--- src/rtl/ece453_step_scheduler.sv ---
// Purpose : step sequencer for the ECE453 LED-position datapath; arbitrates button requests and a programmable step timer, optional ping-pong via ECE453_SEQ_BOUNCE_EN.
// Latency : button_pulse in cycle N -> STEP in N+1 -> step_pulse/position/end_irq registered and visible in N+2; auto steps every period+1 cycles.
// Backpressure: none; requests arriving in IDLE or STEP are dropped, never queued.
module ece453_step_scheduler #(
   parameter int PERIOD_W       = 24,
   parameter int DEFAULT_PERIOD = 500000
) (
   input  logic                clk,
   input  logic                reset,
   input  logic                enable,
   input  logic                auto_mode,
   input  logic                dir_in,
   input  logic                button_pulse,
   input  logic [PERIOD_W-1:0] period_in,
   input  logic                period_load,
   output logic                step_pulse,
   output logic [1:0]          position,
   output logic                cur_dir,
   output logic [1:0]          state,
   output logic                end_irq
);

   // State codes are visible in the status register, so they are fixed.
   localparam logic [1:0] IDLE   = 2'd0;
   localparam logic [1:0] MANUAL = 2'd1;
   localparam logic [1:0] AUTO   = 2'd2;
   localparam logic [1:0] STEP   = 2'd3;

   // Periods below 2 would leave no room for a down-count between steps.
   localparam logic [PERIOD_W-1:0] MIN_PERIOD   = PERIOD_W'(2);
   localparam logic [PERIOD_W-1:0] RESET_PERIOD = PERIOD_W'(DEFAULT_PERIOD);
   localparam logic [PERIOD_W-1:0] RESET_COUNT  = PERIOD_W'(DEFAULT_PERIOD - 1);

   logic [1:0]          state_q;
   logic [1:0]          state_d;
   logic [PERIOD_W-1:0] period_q;
   logic [PERIOD_W-1:0] counter_q;
   logic                timer_done;
   logic                eff_dir;
   logic                cur_dir_d;
   logic [1:0]          pos_next;
   logic                in_step;
   logic                irq_d;

   assign state      = state_q;
   assign in_step    = (state_q == STEP);
   assign timer_done = (counter_q == '0);

`ifdef ECE453_SEQ_BOUNCE_EN
   // Ping-pong: once an auto step hits an end, the reversed direction
   // overrides dir_in until dir_in toggles or the scheduler goes idle.
   logic step_auto_q;
   logic dir_prev_q;
   logic bounce_act_q;
   logic bounce_dir_q;
   logic bounce_hold;
   logic bounce_hit;
   logic at_end;

   assign bounce_hold = bounce_act_q && (state_q != IDLE) && (dir_in == dir_prev_q);
   assign eff_dir     = bounce_hold ? bounce_dir_q : dir_in;
   assign at_end      = (pos_next == (eff_dir ? 2'd3 : 2'd0));
   assign bounce_hit  = in_step && step_auto_q && at_end;
   assign cur_dir_d   = bounce_hit ? ~eff_dir : eff_dir;

   // Track the origin of the step, the previous dir_in level and the bounce override.
   always_ff @(posedge clk or posedge reset) begin
      if (reset) begin
         step_auto_q  <= 1'b0;
         dir_prev_q   <= 1'b1;
         bounce_act_q <= 1'b0;
         bounce_dir_q <= 1'b0;
      end else begin
         step_auto_q <= (state_q == AUTO);
         dir_prev_q  <= dir_in;
         if (bounce_hit) begin
            bounce_act_q <= 1'b1;
            bounce_dir_q <= ~eff_dir;
         end else if (!bounce_hold) begin
            bounce_act_q <= 1'b0;
         end
      end
   end
`else
   // Without ping-pong the requested direction is always the one used.
   assign eff_dir   = dir_in;
   assign cur_dir_d = dir_in;
`endif

   // Saturating 2-bit move in the effective direction.
   always_comb begin
      pos_next = position;
      if (eff_dir) begin
         if (position != 2'd3) pos_next = position + 2'd1;
      end else begin
         if (position != 2'd0) pos_next = position - 2'd1;
      end
   end

   // end_irq only when the position actually moves onto an end stop.
   always_comb begin
      irq_d = 1'b0;
      if (in_step && (pos_next != position) &&
          ((pos_next == 2'd0) || (pos_next == 2'd3)))
         irq_d = 1'b1;
   end

   // Next-state: disable wins, then button, then mode change, then timer expiry.
   always_comb begin
      state_d = state_q;
      case (state_q)
         IDLE: begin
            if (enable) state_d = auto_mode ? AUTO : MANUAL;
         end
         MANUAL: begin
            if (!enable)           state_d = IDLE;
            else if (button_pulse) state_d = STEP;
            else if (auto_mode)    state_d = AUTO;
         end
         AUTO: begin
            if (!enable)           state_d = IDLE;
            else if (button_pulse) state_d = STEP;
            else if (!auto_mode)   state_d = MANUAL;
            else if (timer_done)   state_d = STEP;
         end
         STEP: begin
            // The step in progress always completes, even if disabled.
            if (!enable)        state_d = IDLE;
            else if (auto_mode) state_d = AUTO;
            else                state_d = MANUAL;
         end
         default: state_d = IDLE;
      endcase
   end

   // State register.
   always_ff @(posedge clk or posedge reset) begin
      if (reset) state_q <= IDLE;
      else       state_q <= state_d;
   end

   // Period register; a new value is only picked up at the next counter reload.
   always_ff @(posedge clk or posedge reset) begin
      if (reset) begin
         period_q <= RESET_PERIOD;
      end else if (period_load) begin
         period_q <= (period_in < MIN_PERIOD) ? MIN_PERIOD : period_in;
      end
   end

   // Down-counter runs only while staying in AUTO; every other path reloads it.
   always_ff @(posedge clk or posedge reset) begin
      if (reset) begin
         counter_q <= RESET_COUNT;
      end else if ((state_q == AUTO) && (state_d == AUTO)) begin
         counter_q <= counter_q - PERIOD_W'(1);
      end else begin
         counter_q <= period_q - PERIOD_W'(1);
      end
   end

   // Step outputs are registered so they appear the cycle after STEP.
   always_ff @(posedge clk or posedge reset) begin
      if (reset) begin
         position   <= 2'd0;
         step_pulse <= 1'b0;
         end_irq    <= 1'b0;
      end else begin
         step_pulse <= in_step;
         end_irq    <= irq_d;
         if (in_step) position <= pos_next;
      end
   end

   // Effective direction register for the status path.
   always_ff @(posedge clk or posedge reset) begin
      if (reset) cur_dir <= 1'b1;
      else       cur_dir <= cur_dir_d;
   end

endmodule

--- config.mk ---
export PLATFORM = sky130hd
export DESIGN_NAME = ece453_step_scheduler
export DESIGN_NICKNAME = d
export VERILOG_FILES = /design/src/rtl/ece453_step_scheduler.sv
export SDC_FILE = /design/constraint.sdc
export NUM_CORES = 1
export LEC_CHECK = 0
export BUFFER_PORTS_ARGS = -buffer_cell sky130_fd_sc_hd__buf_2
export CAP_MARGIN = 20
export CELL_PAD_IN_SITES_DETAIL_PLACEMENT = 0
export CELL_PAD_IN_SITES_GLOBAL_PLACEMENT = 1
export CORE_ASPECT_RATIO = 1.1
export CORE_MARGIN = 4
export CORE_UTILIZATION = 46
export DETAILED_ROUTE_END_ITERATION = 12
export PLACE_DENSITY = 0.81
export SLEW_MARGIN = 20
export SYNTH_ARGS = -nofsm -noshare
export SYNTH_HDL_FRONTEND = slang
export SYNTH_SLANG_ARGS = --single-unit
--- constraint.sdc ---
create_clock -name clk -period 5.75 [get_ports clk]
set_clock_uncertainty 0.1 [all_clocks]
set_input_delay 0.575 -clock clk [delete_from_list [all_inputs] [get_ports clk]]
set_output_delay 0.575 -clock clk [all_outputs]
set_load 0.02 [all_outputs]
### After elaboration in Yosys (flattened, before gate mapping)

Index checks and enable logic that the tools add are counted.

* flip-flop bits (word level): 55
* input bits: 31
* output and inout port bits: 7
* word-level logic and storage cells: 44

* $add $sub $neg: 4
* muxes and demuxes: 17
* reduce and logical (&&, ||, !) cells: 8
* magnitude comparators: 1
* equality and inequality tests: 7

Operators by type and width (count)
* $mux W24: 2
* $sub A24 B1 Y24 const B: 2
* $mux W2: 13
* $logic_not A24 Y1: 1
* $lt A24 B2 Y1 const B: 1
* $eq A2 B2 Y1 const B: 4
* $pmux W2 S4: 1
* $logic_not A2 Y1: 2
* $logic_and A1 B1 Y1: 3
* $add A2 B1 Y2 const B: 1
* $eq A2 B1 Y1 const B: 1
* $ne A2 B2 Y1: 1
* $ne A2 B2 Y1 const B: 1
* $reduce_bool A2 Y1: 1
* $sub A2 B1 Y2 const B: 1
* $logic_or A1 B1 Y1: 1
* $mux W1: 1

### Depth between registers and ports, before layout

* depth in word-level cells: 9
* gate-level depth with buffers: 15
* gate-level depth less buffers: 13

### Worst setup path after synthesis

OpenSTA, ideal clock, no wires.

* kind: reg2reg
* start: register counter_q[3]
* end: register counter_q[18]
* setup time: 0.082 ns
* data required time: 5.568 ns
* clock period less this slack: 4.133 ns
* stages on the path, launching flop included: 16
* buffers on the path: 2
* setup slack: 1.617 ns
* arrival time: 3.951 ns
* cell sequence: dfstp_2 -> nor4_4 -> nand4b_4 -> o31ai_4 -> clkbuf_4 -> buf_2 -> mux2i_1 -> ha_1 -> or3b_1 -> nand3b_1 -> or2_1 -> mux2i_2 -> nand2_1 -> or2_1 -> nor2_1 -> o21ai_1

* cells in the longest elaborated chain, start to end: 9
* elaborated cells on any way between the ends: 10
* classes of those cells: add/sub (1); eq/ne (1); mux (6); reduce/logical (2)

Ends and longest elaborated chain
* start, declared: RTL line 37 `logic [PERIOD_W-1:0] counter_q;`
* start signal, assigned: RTL line 156 `counter_q <= counter_q - PERIOD_W'(1);`
* start signal, assigned: RTL line 158 `counter_q <= period_q - PERIOD_W'(1);`
* $logic_not A24 Y1: RTL line 47 `assign timer_done = (counter_q == '0);`
* $mux W2: RTL line 124 `else if (timer_done) state_d = STEP;`
* $mux W2: RTL line 123 `else if (!auto_mode) state_d = MANUAL;`
* $mux W2: RTL line 122 `else if (button_pulse) state_d = STEP;`
* $mux W2: RTL line 121 `if (!enable) state_d = IDLE;`
* $pmux W2 S4: RTL line 111 `case (state_q)`
* $eq A2 B2 Y1: RTL line 155 `end else if ((state_q == AUTO) && (state_d == AUTO)) begin`
* $logic_and A1 B1 Y1: RTL line 155
* $mux W24 *: RTL line 155

Every way passes the cells marked *; elsewhere a longest branch is shown, timed or not.
A chain may end at the register's enable or synchronous reset.

### Worst setup path after layout

* start: register counter_q[10]
* end: register counter_q[16]

Same word-level chain as after synthesis.

==> metrics <==
Post-synth EDFFs 0; Sink Count 55; initial antenna violation count 0; I/O Buffers 37; die area 0.007850 mm2; final worst path period share 69.73%; R2R setup slack 1.74 ns; Longest Clk Path Bufs 2; IO Pins 38; Final Hold Fails 0; CP max FO 6; vias in the first global route 2150; Die Y 92.53 um; Antenna Nets Post-Route 0; GRT Util Overall 16.23%; post-route DRC violation count 0; final worst slack 1.741 ns; Clock Latency Late Sink 0.31 ns; Worst Hold Class input port to register; post-layout minimum cycle time 4.009 ns; TritonCTS clock tree yes; Power Total 858.1 uW; GP Congestion 0.8014; Nets 348; Switching Share 28.88%; first-pass GRT wire length 10240 um; critical path startpoint counter_q[10]; CP required 5.88 ns; Syn Std Cell Area 0.002988 mm2; r2r endpoint counter_q[16]; Post-Syn Nets 310; CTS root buf clkbuf_8; Logic pwr share 16.1%; Critical R2R Launch counter_q[10]; Achievable Freq 249.4 MHz; largest net degree at the start of global routing 56; CTS Hold Bufs 0; row cnt 30; internal power 610.2 uW; run status finished clean; most common cell after layout, fill and taps aside buf_2; htree depth 2; crit path kind register to register; Setup crit end counter_q[16]; Synth Register Bits 55; vias per cell 5.378; RSZ-0062 raised after global routing false; Peak VDD IR 117.2 uV; sequential element share of the synthesized area 46.86%; drt wl/cell 15.06 um; GRT overflow 0; synth top area cells dfrtp_1 30%, dfstp_2 17%, mux2_2 9.0%; Critical Path Sink Type register; CP Launch Type register; synthesis-to-finish area growth 11.73%; commonest cells after routing, fill and taps aside 37 x buf_2, 36 x dfrtp_1, 31 x nor2_1; total number of vias 2135; layout cells sized above 1 34.38%; Initial Utilization 47.95%; Sw Pwr 247.8 uW; Yosys top cell by area dfrtp_1; Gate Count Post-Synth 278; CTS resizes 0; Tightest Pin Transition 0.7844 ns; post-CTS setup buffers 0; Max-cap violations 0; hpwl dp 4351 um; Leakage 0.001461 uW; slew margin rel. 46.21%; YS warnings 0; ys async rst share 100.0%; WHS 0.2907 ns; post-synth top area share 30.15%; drt first pass iters 4; worst path arrival time 4.14 ns; Initial DRC Count 121; # diodes 0; syn avg cell area 10.75 um2; Post-Route WL 5980 um; Setup TNS 0 ns; endpoints failing setup 0; Slew Limit Fails 0; Seq pwr share 57.4%; pre-CTS setup slack 1.808 ns; R2R cell count 12; CTS clock-pin slew for the worst setup and hold paths 0.10 ns; Die W 84.85 um; core box area 0.006231 mm2; fin util 53.57%; total CTS buffers 5; Pwr per Cell Area 257.0 mW/mm2; Clock Power Share 26.5%; Netlist cell types 49; top_reg_cell synth dfrtp_1
cell type report:
type,instances,area (um2)
well taps,80,100.1
multi-input cells,207,1513
repair buffers,39,200.2
fillers,603,2893
flip-flops and latches,55,1400
inverters,8,30.03
clock inverters,1,8.758
clock buffers,7,86.33
Yosys cell counts (all sizes together), types with 2 or more instances:
master  count
nand2b      3
a31oi       2
xnor2      16
nand3       4
nand2      18
clkbuf      4
nor4       12
a21oi      14
nor3       18
dfstp      19
o31ai       2
dfrtp      36
o311ai      2
nand4b      3
o21ai      10
nor2b       2
inv         8
and2b       2
nor2       31
xor2       13
nor3b       2
mux2i      14
mux2       24
or2         2
o31a        2
buf         4
power by group through the flow:
stage	clock (uW)	combinational, uW	sequential, uW
6_report	228	138	492
5_1_grt	251	155	500
4_1_cts	237	140	492
3_5_place_dp	0	139	499
3_3_place_gp	0	138	497
2_1_floorplan	0	99.9	492
state kept, by name, indices dropped and copies added (netlist names):
name	cells
counter_q	24
end_irq	1
period_q	24
position	2
state	2
step_pulse	1
cur_dir	1
metal layers:
metal | wire length (um) | global-route usage [%]
met1 | 2753 | 21.66
met2 | 2810 | 25.72
met3 | 258 | 3.114
met4 | 159 | 6.860
met5 | 0 | 0
through the flow:
| stage | std cells | instance area (um2) |
|---|---|---|
| 6_report | 397 | 3338 |
| 5_1_grt | 397 | 3338 |
| 2_1_floorplan | 278 | 2988 |
| 3_5_place_dp | 389 | 3243 |
| 4_1_cts | 397 | 3338 |
| 3_3_place_gp | 389 | 3243 |
how the worst min path moves through the flow:
| stage | start | to | slack, ns | cells after the start |
|---|---|---|---|---|
| after floorplan | period_q[0] | counter_q[0] | 0.36 | 1 |
| after global placement | period_q[23] | period_q[23] | 0.39 | 1 |
| after detailed placement | period_q[23] | period_q[23] | 0.40 | 1 |
| final | dir_in | cur_dir | 0.29 | 1 |
| after global routing | dir_in | cur_dir | 0.28 | 1 |
| after CTS | dir_in | cur_dir | 0.28 | 1 |
critical path, cell delays in order (launching register included):
cell and delay (ns):
dfrtp_1 0.42, nor3_1 0.43, nand3_1 0.24, o31ai_4 0.29, mux2i_1 0.29, ha_1 0.28
or3b_1 0.42, nand3b_1 0.20, or2_1 0.25, mux2i_2 0.38, nand2_1 0.13, or2_1 0.29
xor2_1 0.20
cells by family (layout without fill, tap and decap cells):
family	count (synthesis)	count (layout)	share of synthesized area, %
multiplexers	38	38	13.86
XOR/XNOR	29	29	8.501
buffers and inverters	16	55	2.512
adder cells (fa/ha/maj)	1	1	0.4187
AND/OR/NAND/NOR	103	103	20.06
flip-flops	55	55	46.86
AO/OA/AOI/OAI	36	36	7.789
Power figures use the tool's default switching activity.
